==> src/rtl/counter_seq_ctrl.sv <==
// counter_seq_ctrl: command-driven sequencer for a shared up/down counter.
// Accepts one {start, steps, dir, wrap_en} command at a time, loads the
// counter, counts it the requested number of steps, then pulses done.
// A non-wrapping run that reaches 0 or 2^WIDTH-1 stops early and sets err.
//
// Ports:
//   clk, rst_n         clock (rising edge), async active-low reset
//   cmd_valid/ready    command handshake; ready only while IDLE
//   cmd_start/steps    load value and number of steps to count
//   cmd_dir            1 = up, 0 = down
//   cmd_wrap_en        1 = let the counter wrap modulo 2^WIDTH
//   pause              freezes counting while high
//   load_n/ce/up_down/data_load   counter controls
//   max_count/zero     counter boundary flags
//   busy/done/err/steps_left      status
module counter_seq_ctrl #(
  parameter int unsigned WIDTH = 4
) (
  input  logic             clk,
  input  logic             rst_n,
  input  logic             cmd_valid,
  output logic             cmd_ready,
  input  logic [WIDTH-1:0] cmd_start,
  input  logic [WIDTH-1:0] cmd_steps,
  input  logic             cmd_dir,
  input  logic             cmd_wrap_en,
  input  logic             pause,
  output logic             load_n,
  output logic             ce,
  output logic             up_down,
  output logic [WIDTH-1:0] data_load,
  input  logic             max_count,
  input  logic             zero,
  output logic             busy,
  output logic             done,
  output logic             err,
  output logic [WIDTH-1:0] steps_left
);

  typedef enum logic [1:0] {
    S_IDLE = 2'd0,
    S_LOAD = 2'd1,
    S_RUN  = 2'd2,
    S_DONE = 2'd3
  } state_t;

  state_t           state;
  logic [WIDTH-1:0] start_q;
  logic             dir_q;
  logic             wrap_q;
  logic             blocked_c;
  logic             run_ce_c;

  // Boundary stop: next step would wrap and wrapping is not allowed.
  always_comb begin
    blocked_c = 1'b0;
    run_ce_c  = 1'b0;
    blocked_c = !wrap_q && ((dir_q && max_count) || (!dir_q && zero));
    run_ce_c  = (state == S_RUN) && !pause && !blocked_c;
  end

  // Counter controls and status decode from state and latched fields.
  always_comb begin
    cmd_ready = (state == S_IDLE);
    busy      = (state != S_IDLE);
    done      = (state == S_DONE);
    load_n    = (state != S_LOAD);
    ce        = run_ce_c;
    up_down   = (state == S_RUN) ? dir_q : 1'b1;
    data_load = start_q;
  end

  // Sequencer state, latched command and status registers.
  always_ff @(posedge clk or negedge rst_n) begin
    if (!rst_n) begin
      state      <= S_IDLE;
      start_q    <= '0;
      dir_q      <= 1'b0;
      wrap_q     <= 1'b0;
      err        <= 1'b0;
      steps_left <= '0;
    end else begin
      case (state)
        S_IDLE: begin
          if (cmd_valid) begin
            start_q    <= cmd_start;
            dir_q      <= cmd_dir;
            wrap_q     <= cmd_wrap_en;
            steps_left <= cmd_steps;
            err        <= 1'b0;
            state      <= S_LOAD;
          end
        end
        S_LOAD: begin
          // steps_left still holds the full step count here.
          state <= (steps_left == '0) ? S_DONE : S_RUN;
        end
        S_RUN: begin
          // While paused nothing moves and the boundary is not checked.
          if (!pause) begin
            if (blocked_c) begin
              err   <= 1'b1;
              state <= S_DONE;
            end else begin
              steps_left <= steps_left - WIDTH'(1);
              if (steps_left == WIDTH'(1)) begin
                state <= S_DONE;
              end
            end
          end
        end
        S_DONE: begin
          state <= S_IDLE;
        end
        default: begin
          state <= S_IDLE;
        end
      endcase
    end
  end

endmodule

==> config.mk <==
export PLATFORM = sky130hd
export DESIGN_NAME = counter_seq_ctrl
export DESIGN_NICKNAME = d
export VERILOG_FILES = /design/src/rtl/counter_seq_ctrl.sv
export SDC_FILE = /design/constraint.sdc
export NUM_CORES = 1
export LEC_CHECK = 0
export BUFFER_PORTS_ARGS = -buffer_cell sky130_fd_sc_hd__buf_2
export CAP_MARGIN = 10
export CORE_MARGIN = 5
export CORE_UTILIZATION = 46
export DETAILED_ROUTE_END_ITERATION = 7
export PLACE_DENSITY = 0.74
export SYNTH_ARGS = -nofsm -noshare
export SYNTH_HDL_FRONTEND = slang
export SYNTH_SLANG_ARGS = --single-unit
export TNS_END_PERCENT = 20
==> constraint.sdc <==
create_clock -name clk -period 2.5 [get_ports clk]
set_clock_uncertainty 0.2 [all_clocks]
set_input_delay 0 -clock clk [delete_from_list [all_inputs] [get_ports clk]]
set_output_delay 0 -clock clk [all_outputs]
set_load 0.01 [all_outputs]
# Word level (Yosys, flattened, before mapping)
# Index checks and enable logic that the tools add are counted.
totals:
  ff_bits: 13
  inputBits: 16
  output_inout_bits: 15
  wordCells: 50
op_classes:
  add_sub_neg: 1
  n_eq_ne: 10
  mux: 15
  n_reduce_logical: 18
op_table:
  columns: ["cell", "count"]
  rows:
  - ["$mux 4", 3]
  - ["$mux 2", 4]
  - ["$ne 2x2->1 const B", 4]
  - ["$pmux 2 s4", 1]
  - ["$pmux 4 s2", 1]
  - ["$reduce_and 4->1", 2]
  - ["$logic_and 1x1->1", 5]
  - ["$mux 1", 5]
  - ["$eq 2x2->1 const B", 2]
  - ["$eq 4x1->1 const B", 1]
  - ["$logic_not 1->1", 4]
  - ["$logic_not 4->1", 1]
  - ["$reduce_bool 2->1", 2]
  - ["$sub 4x1->4 const B", 1]
  - ["$ne 3x2->1 const B", 1]
  - ["$reduce_and 3->1", 1]
  - ["$eq 2x1->1 const B", 1]
  - ["$logic_not 2->1", 1]
  - ["$ne 2x1->1 const B", 1]
  - ["$pmux 1 s2", 1]
  - ["$reduce_and 2->1", 1]
  - ["$logic_or 1x1->1", 1]

# Depth between registers and ports, before layout
# Gate-level depths: netlist of the first run.
logic_depth:
  depth_word: 7
  mapped_depth: 6
  mapped_depth_nobuf: 6

# Worst setup path after synthesis of the first run
# Ideal clock, no wire load.
synth_timing:
  path_kind: "flip-flop to flip-flop"
  from: "reg state[0]"
  to: "reg steps_left[2]"
  setup_time_ns: 0.128
  arrival_time_ns: 1.673
  t_required_ns: 2.172
  slack_ns: 0.499
  path_stages_with_launch: 7
  path_buffers: 0
  synth_period_minus_slack_ns: 2.001
  path_cell_list: "dfrtp_1 > inv_1 > ha_1 > inv_1 > o21ai_1 > o32ai_4 > mux2_1"
synth_via:
  elab_chain_cells: 3
  elab_cells_between_ends: 8
  classes_between: "eq/ne (4); mux (1); reduce/logical (3)"
synth_rtl:
  columns: ["item", "line_no", "source"]
  rows:
  - ["from (decl)", "47", "state_t state;"]
  - ["from (signal assigned)", "96", "state <= (steps_left == '0) ? S_DONE : S_RUN;"]
  - ["$logic_not 2->1 (*)", null, null]
  - ["via cmd_ready", "22", "output logic cmd_ready,"]
  - ["$ne 2x2->1 (no line) / $reduce_bool 2->1 (equally long branches)", null, null]
  - ["$reduce_and 4->1 (no line)", null, null]
  - ["to (signal assigned)", "89", "steps_left <= cmd_steps;"]
  - ["to (signal assigned)", "105", "steps_left <= steps_left - WIDTH'(1);"]
  - ["to (decl)", "37", "output logic [WIDTH-1:0] steps_left"]
# The timed path passes the listed nets; every way through them passes the cells marked *.
# A chain may end at the register's enable or synchronous reset.

# Worst setup path after layout of the first run
layout_timing:
  from: "reg state[0]"
  to: "reg steps_left[3]"
layout_via:
  elab_chain_cells: 3
  elab_cells_between_ends: 8
  classes_between: "eq/ne (4); mux (1); reduce/logical (3)"
layout_rtl:
  columns: ["item", "line_no", "source"]
  rows:
  - ["$eq 2x2->1 / $logic_not 2->1 (equally long branches)", "83", "case (state)"]
  - ["$ne 2x2->1 (no line) / $reduce_bool 2->1 (equally long branches)", null, null]
  - ["$reduce_and 4->1 (no line)", null, null]
# Several ways; a longest one is shown, not always the timed one.

==> results of run 1 <==
==> registers in the layout, summed over array words and instances, names as in the netlist <==
signal and count:
data_load 4, dir_q 1, steps_left 4, wrap_q 1
state 2, err 1
==> cell usage in the layout (no fill, tap or decap), types with 2 or more instances in the layout <==
cell / count
inv_1: 6
mux2_1: 2
xnor2_1: 2
a21oi_1: 3
buf_2: 30
nand2_1: 4
o21ai_0: 3
ha_1: 7
dfrtp_1: 13
nor2_1: 4
mux2_2: 8
dlygate4sd3_1: 12
clkbuf_4: 3
mux2i_1: 2
==> per-stage QoR <==
stage / setup WS (ns) / hold WS [ns] / area [sq um]
3_5_place_dp: 0.320 / -0.296 / 922
6_report: 0.292 / 0.0492 / 1070
3_3_place_gp: 0.390 / -0.296 / 922
5_1_grt: 0.147 / 0.0679 / 1070
2_1_floorplan: 0.499 / -0.496 / 756
4_1_cts: 0.318 / 0.0513 / 1070
==> cell families after synthesis <==
group | count (synthesis) | share of synthesized area [%]
adders and majority gates | 7 | 11.6
and+or+nand+nor | 14 | 8.77
DFF | 13 | 43.0
muxes | 13 | 19.4
AOI/OAI and AO/OA | 11 | 11.4
buffers and inverters | 7 | 3.48
xor gates and xnor gates | 2 | 2.32
==> what timing repair did <==
item | in CTS | in global routing
setup buffers | 0 | 0
hold buffers | 12 | 0
hold endpoints to repair | 23 | 0
gates resized for setup | 0 | 0
==> critical path, delay by kind of cell (launching register included) <==
kind / cells / cell delay, ns
muxes: 1 / 0.36
buffers and inverters: 1 / 0.10
AOI/OAI and AO/OA: 2 / 0.51
adders and majority gates: 1 / 0.38
DFF: 1 / 0.42
and+or+nand+nor: 1 / 0.12
==> per-layer routing <==
metal,global-route usage [%],share of wire [%],up-vias,wire (um)
met5,0,0,-,0
met4,5.96,1.6,0,29
met3,5.03,9.3,6,164
met2,24.4,49,32,866
met1,18.5,40,307,703
li1,-,-,322,-
==> final cells by class <==
cell class,instances,area [sq um]
fill,116,455
inverter,6,22.5
timing repair buffer,42,270
multi-input combinational,47,404
sequential,13,325
clock buffer,4,26.3
tap,16,20.0
==> where the power goes <==
| group | internal, W | total [W] | switching [W] |
|---|---|---|---|
| Sequential | 0.000324 | 0.000430 | 0.000106 |
| Combinational | 0.000376 | 0.000759 | 0.000382 |
| Clock | 0.0000618 | 0.000129 | 0.0000676 |
==> worst paths after layout <==
check,end,slack (ns)
min in group asynchronous,data_load[1]$_DFFE_PN0P_,0.59
setup / recovery,steps_left[3]$_DFFE_PN0P_,0.29
hold reg to reg,err$_DFFE_PN0P_,0.29
hold / removal,ce,0.05
max in group asynchronous,steps_left[3]$_DFFE_PN0P_,1.11
setup reg to reg,steps_left[3]$_DFFE_PN0P_,0.29
==> flow_summary.toml, run 1 <==
[run_status]
outcome = "complete, no violations"

[die]
fp.dieW_um = 50.5
die_area_sq_um = 2550
floorplan.initialDensity_pct = 49.6
coreArea_sq_um = 1520
die_h_um = 50.5
io-pin-count = 31
placement_rows = 14

[clock_tree]
worst_setup_hold_path_clk_slew_ns = 0.08
cts_root_buf = "clkbuf_4"
cts_tree = "built"
cts.sink_count = 13
htreeDepth = 1
max_buffers_root_to_sink = 2
clk_latency_ns = 0.28
cts_bufs_inserted = 3

[finish]
final_stage_net_count = 136
fin_util_pct = 70.1
fraction_of_layout_cells_with_a_size_suffix_above_1_pct = 39.3
final_instance_count_without_filler_cells = 128
antenna-diode-count = 0
flow.area_growth_from_synthesis_pct = 41.4

[yosys]
synthFlopType = "dfrtp_1"
synth_top_cell_by_area = "dfrtp_1"
syn_area_sq_um = 756
postSynthAreaPerCell_sq_um = 11.3
synth_async_sr_flop_share_pct = 100
number_of_synthesized_flops_with_an_enable_pin = 0
post_synth_num_cell_types = 24
post-synth-top-count-cell = "dfrtp_1"
synth.cells.most_frequent = "dfrtp_1, mux2_2, ha_1"
ys_seq_area_share_pct = 43.0
ys_ff_latch = 13
netlist.area_leader.share_pct = 43.0
synth_cells = 67
yosysWarningCount = 0
postSynthNetCount = 90
synth_area_leaders = "dfrtp_1, mux2_2, ha_1"

[global_route]
via_count_of_the_first_global_routing_pass = 679
grt_max_degree = 15
overall_global_routing_resource_usage_pct = 15.1
grt_first_pass_wirelength_um = 3020
overflow = 0
initial_antenna_violation_count = 0

[min_path]
timing.hold.worst.class = "in2out"
depth_of_the_worst_hold_timing_path = 3
hp-start = "pause"

[power]
pwr_density_cell_nw_per_um2 = 1230
fin_total_pwr_w = 0.00132
p_leak_nw = 0.516
irDropWorstVdd_v = 0.000782

[job]
cap_violations = 0

[critical_path]
worst_path_largest_cell_delay_ns = 0.42
critPathRequiredTime_ns = 2.45
crit_slowest_cell = "dfrtp_1"
endpoint_kind = "flop"
worst_setup_path_start_kind = "flop"
worst_r2r_startpoint = "state[0]$_DFFE_PN0P_"
crit_start = "state[0]$_DFFE_PN0P_"
critical_path.cell_chain = "inv_1 > ha_1 > nand2_1 > o21ai_1 > o32ai_4 > mux2_1"
path_class = "reg2reg"
critical_path_arrival_ns = 2.16
r2r.worst_path.cells = 6
timing.critical_path.fanout_max = 14

[timing]
finalCriticalPeriod_ns = 2.21
grt_setup_unrepaired = "no"
rel_slew_slack_pct = 60.0
final_max_slew_viol_count = 0
finalCritPeriodShare_pct = 88.3
achievable-frequency_mhz = 453
final_hold_viol_count = 0
number_of_failing_setup_endpoints_in_the_final_timing_report = 0
setup_total_negative_slack_ns = 0
tightest_slew_ns = 0.599

[routing]
number_of_drc_markers_in_iteration_0 = 12
vias_per_cell = 5.21
remaining_drc_errors = 0
ant_nets = 0
wl_per_cell_um = 13.8
totalWireLength_um = 1760
dr.pass1.iters = 4
vias = 667

[placed_design]
place.detailed.instances = 112
numPortBuffers = 30
gp_routability_congestion = 0.770
detailedPlacementHpwl_um = 1230
(Power assumes the default switching activity.)
==> run 2: changes to the inputs <==
--- a/config.mk
+++ b/config.mk
@@ -5,11 +5,13 @@
 export SDC_FILE = /design/constraint.sdc
 export NUM_CORES = 1
 export LEC_CHECK = 0
+export ABC_AREA = 1
 export BUFFER_PORTS_ARGS = -buffer_cell sky130_fd_sc_hd__buf_2
 export CAP_MARGIN = 10
 export CORE_MARGIN = 5
-export CORE_UTILIZATION = 46
+export CORE_UTILIZATION = 47
 export DETAILED_ROUTE_END_ITERATION = 7
+export GPL_TIMING_DRIVEN = 0
 export PLACE_DENSITY = 0.74
 export SYNTH_ARGS = -nofsm -noshare
 export SYNTH_HDL_FRONTEND = slang
==> run 2 against run 1 <==
Against the previous run:
- cell count is 29% higher
- first-iteration DRC count grew 75%
- non-clock buffer count is 4 higher
- die area is 3.1% higher
- maximum frequency increased by 8.5%
- critical path type unchanged
==> flow_summary.toml, run 2 <==
[run_status]
outcome = "complete, no violations"

[finish]
flow.area_growth_from_synthesis_pct = 43.4
final_stage_net_count = 172
final_cell_mix = "buf_2, nand2_1, dlygate4sd3_1"
fraction_of_layout_cells_with_a_size_suffix_above_1_pct = 29.1
design_area_sq_um = 1150
final_common_cell = "buf_2"
antenna-diode-count = 0

[yosys]
synth_top_cell_by_area = "dfrtp_1"
synthFlopType = "dfrtp_1"
syn_area_sq_um = 802
synth_area_leaders = "dfrtp_1, nand2_1, ha_1"
postSynthNetCount = 122
synth.cells.most_frequent = "nand2_1, inv_1, dfrtp_1"
synth_async_sr_flop_share_pct = 100
synth_cells = 99
ys_seq_area_share_pct = 40.6
post_synth_num_cell_types = 17
ys_ff_latch = 13
yosysWarningCount = 0
postSynthAreaPerCell_sq_um = 8.10
post-synth-top-count-cell = "nand2_1"
number_of_synthesized_flops_with_an_enable_pin = 0
netlist.area_leader.share_pct = 40.6

[power]
irDropWorstVdd_v = 0.000639
pwr_density_cell_nw_per_um2 = 1150
p_leak_nw = 0.640

[critical_path]
worstSetupEndpoint = "dir_q$_DFFE_PN0P_"
crit_start = "state[0]$_DFFE_PN0P_"
endpoint_kind = "flop"
timing.critical_path.fanout_max = 9
critical_path.reg2reg.endpoint = "dir_q$_DFFE_PN0P_"
worst_setup_path_start_kind = "flop"
critical_path_arrival_ns = 2.00
r2r.worst_path.cells = 6
path_class = "reg2reg"
setup.reg_to_reg.worst_slack_ns = 0.46
critPathRequiredTime_ns = 2.46
worst_r2r_startpoint = "state[0]$_DFFE_PN0P_"

[die]
fp.dieW_um = 51.3
floorplan.initialDensity_pct = 48.0
die_h_um = 51.3
coreArea_sq_um = 1670
io-pin-count = 31
placement_rows = 15
die_area_sq_um = 2630

[global_route]
initial_antenna_violation_count = 0
overall_global_routing_resource_usage_pct = 17.0
via_count_of_the_first_global_routing_pass = 811
grt_first_pass_wirelength_um = 3320
grt_max_degree = 14
overflow = 0

[timing]
tightest_slew_ns = 0.618
finalCritPeriodShare_pct = 81.4
final_hold_viol_count = 0
final_max_slew_viol_count = 0
setup_total_negative_slack_ns = 0
achievable-frequency_mhz = 491
grt_setup_unrepaired = "no"
number_of_failing_setup_endpoints_in_the_final_timing_report = 0
finalCriticalPeriod_ns = 2.04
rel_slew_slack_pct = 58.7

[routing]
ant_nets = 0
vias = 786
totalWireLength_um = 1910
number_of_drc_markers_in_iteration_0 = 21
remaining_drc_errors = 0
dr.pass1.iters = 4
vias_per_cell = 4.76
wl_per_cell_um = 11.6

[clock_tree]
cts.sink_count = 13
cts_tree = "built"
cts_bufs_inserted = 3
worst_setup_hold_path_clk_slew_ns = 0.08
max_buffers_root_to_sink = 2
cts_root_buf = "clkbuf_4"
postCtsResizedCells = 0
htreeDepth = 1
clk_latency_ns = 0.28

[placed_design]
numPortBuffers = 30
dpl_cell_area_sq_um = 973
detailedPlacementHpwl_um = 1350
gp_routability_congestion = 0.762

[min_path]
timing.hold.worst.class = "in2reg"
depth_of_the_worst_hold_timing_path = 6

[job]
cap_violations = 0
==> run 2: changes by cell type after synthesis, moves of 2 or more <==
cell     previous run  this run
nand2_1             4        29
inv_1               6        14
nand3_1             1         9
mux2_2              8         4
nor2_1              4         7
mux2_1              2         0
mux2i_1             2         0
nand2_2             0         2
nand4_1             0         2
o21ai_0             3         1
xnor2_1             2         0
==> run 2: how the worst min path moves through the flow <==
stage | endpoint | start
2_1_floorplan | data_load[0]$_DFFE_PN0P_ | rst_n
3_3_place_gp | steps_left[1]$_DFFE_PN0P_ | rst_n
3_5_place_dp | steps_left[1]$_DFFE_PN0P_ | rst_n
4_1_cts | steps_left[2]$_DFFE_PN0P_ | pause
5_1_grt | steps_left[3]$_DFFE_PN0P_ | pause
6_report | steps_left[3]$_DFFE_PN0P_ | pause
==> run 2: area by class of cell <==
cell class / count / area (sq um)
buffer: 1 / 7.51
clock buffer: 4 / 26.3
fill: 142 / 520
inverter: 14 / 52.6
multi-input combinational: 71 / 417
sequential: 13 / 325
tap: 17 / 21.3
timing repair buffer: 45 / 300
==> run 2: critical path: stages (launching register included) <==
cell           delay (ns)
dfrtp_1              0.43
inv_1                0.12
ha_1                 0.27
nand2_2              0.18
nor2_1               0.12
dlygate4sd3_1        0.55
a21oi_1              0.05
==> run 2: logic make-up (layout without fill, tap and decap cells) <==
family	count (synthesis)	after routing	synth area share [%]
AO/OA/AOI/OAI	7	7	4.37
adder cells (fa/ha/maj)	7	7	10.9
buffers and inverters	15	64	7.49
flip-flops	13	13	40.6
multiplexers	4	4	5.62
AND/OR/NAND/NOR	53	53	31.0
==> run 2: repair_timing <==
| action | in CTS | in global routing |
|---|---|---|
| hold buffers | 15 | 0 |
| endpoints found under the hold margin | 24 | 0 |
| setup buffers | 0 | 0 |
==> run 2: through the flow <==
stage / setup slack (ns) / hold slack (ns) / util (%) / instances / power [W]
6_report: 0.464 / 0.0190 / 68.8 / 165 / 0.00132
5_1_grt: 0.290 / 0.0426 / 68.8 / 165 / 0.00147
3_3_place_gp: 0.867 / -0.292 / 58.3 / 146 / 0.00115
4_1_cts: 0.458 / 0.00504 / 68.8 / 165 / 0.00133
3_5_place_dp: 0.820 / -0.286 / 58.3 / 146 / 0.00117
2_1_floorplan: 0.928 / -0.496 / - / 99 / 0.000948
==> run 2: power breakdown <==
| part | switching (W) | total [W] | leakage (nW) | internal, W |
|---|---|---|---|---|
| clock | 0.0000683 | 0.000130 | 0.0150 | 0.0000619 |
| sequential | 0.0000801 | 0.000399 | 0.155 | 0.000319 |
| combinational | 0.000464 | 0.000795 | 0.470 | 0.000331 |
==> run 2: layer usage <==
metal	up-vias	share of wire, %	GRT usage, %
met5	-	0	0
met4	0	1.8	6.55
met3	5	6.4	4.08
met2	26	50	31.3
met1	343	42	18.4
li1	412	-	-
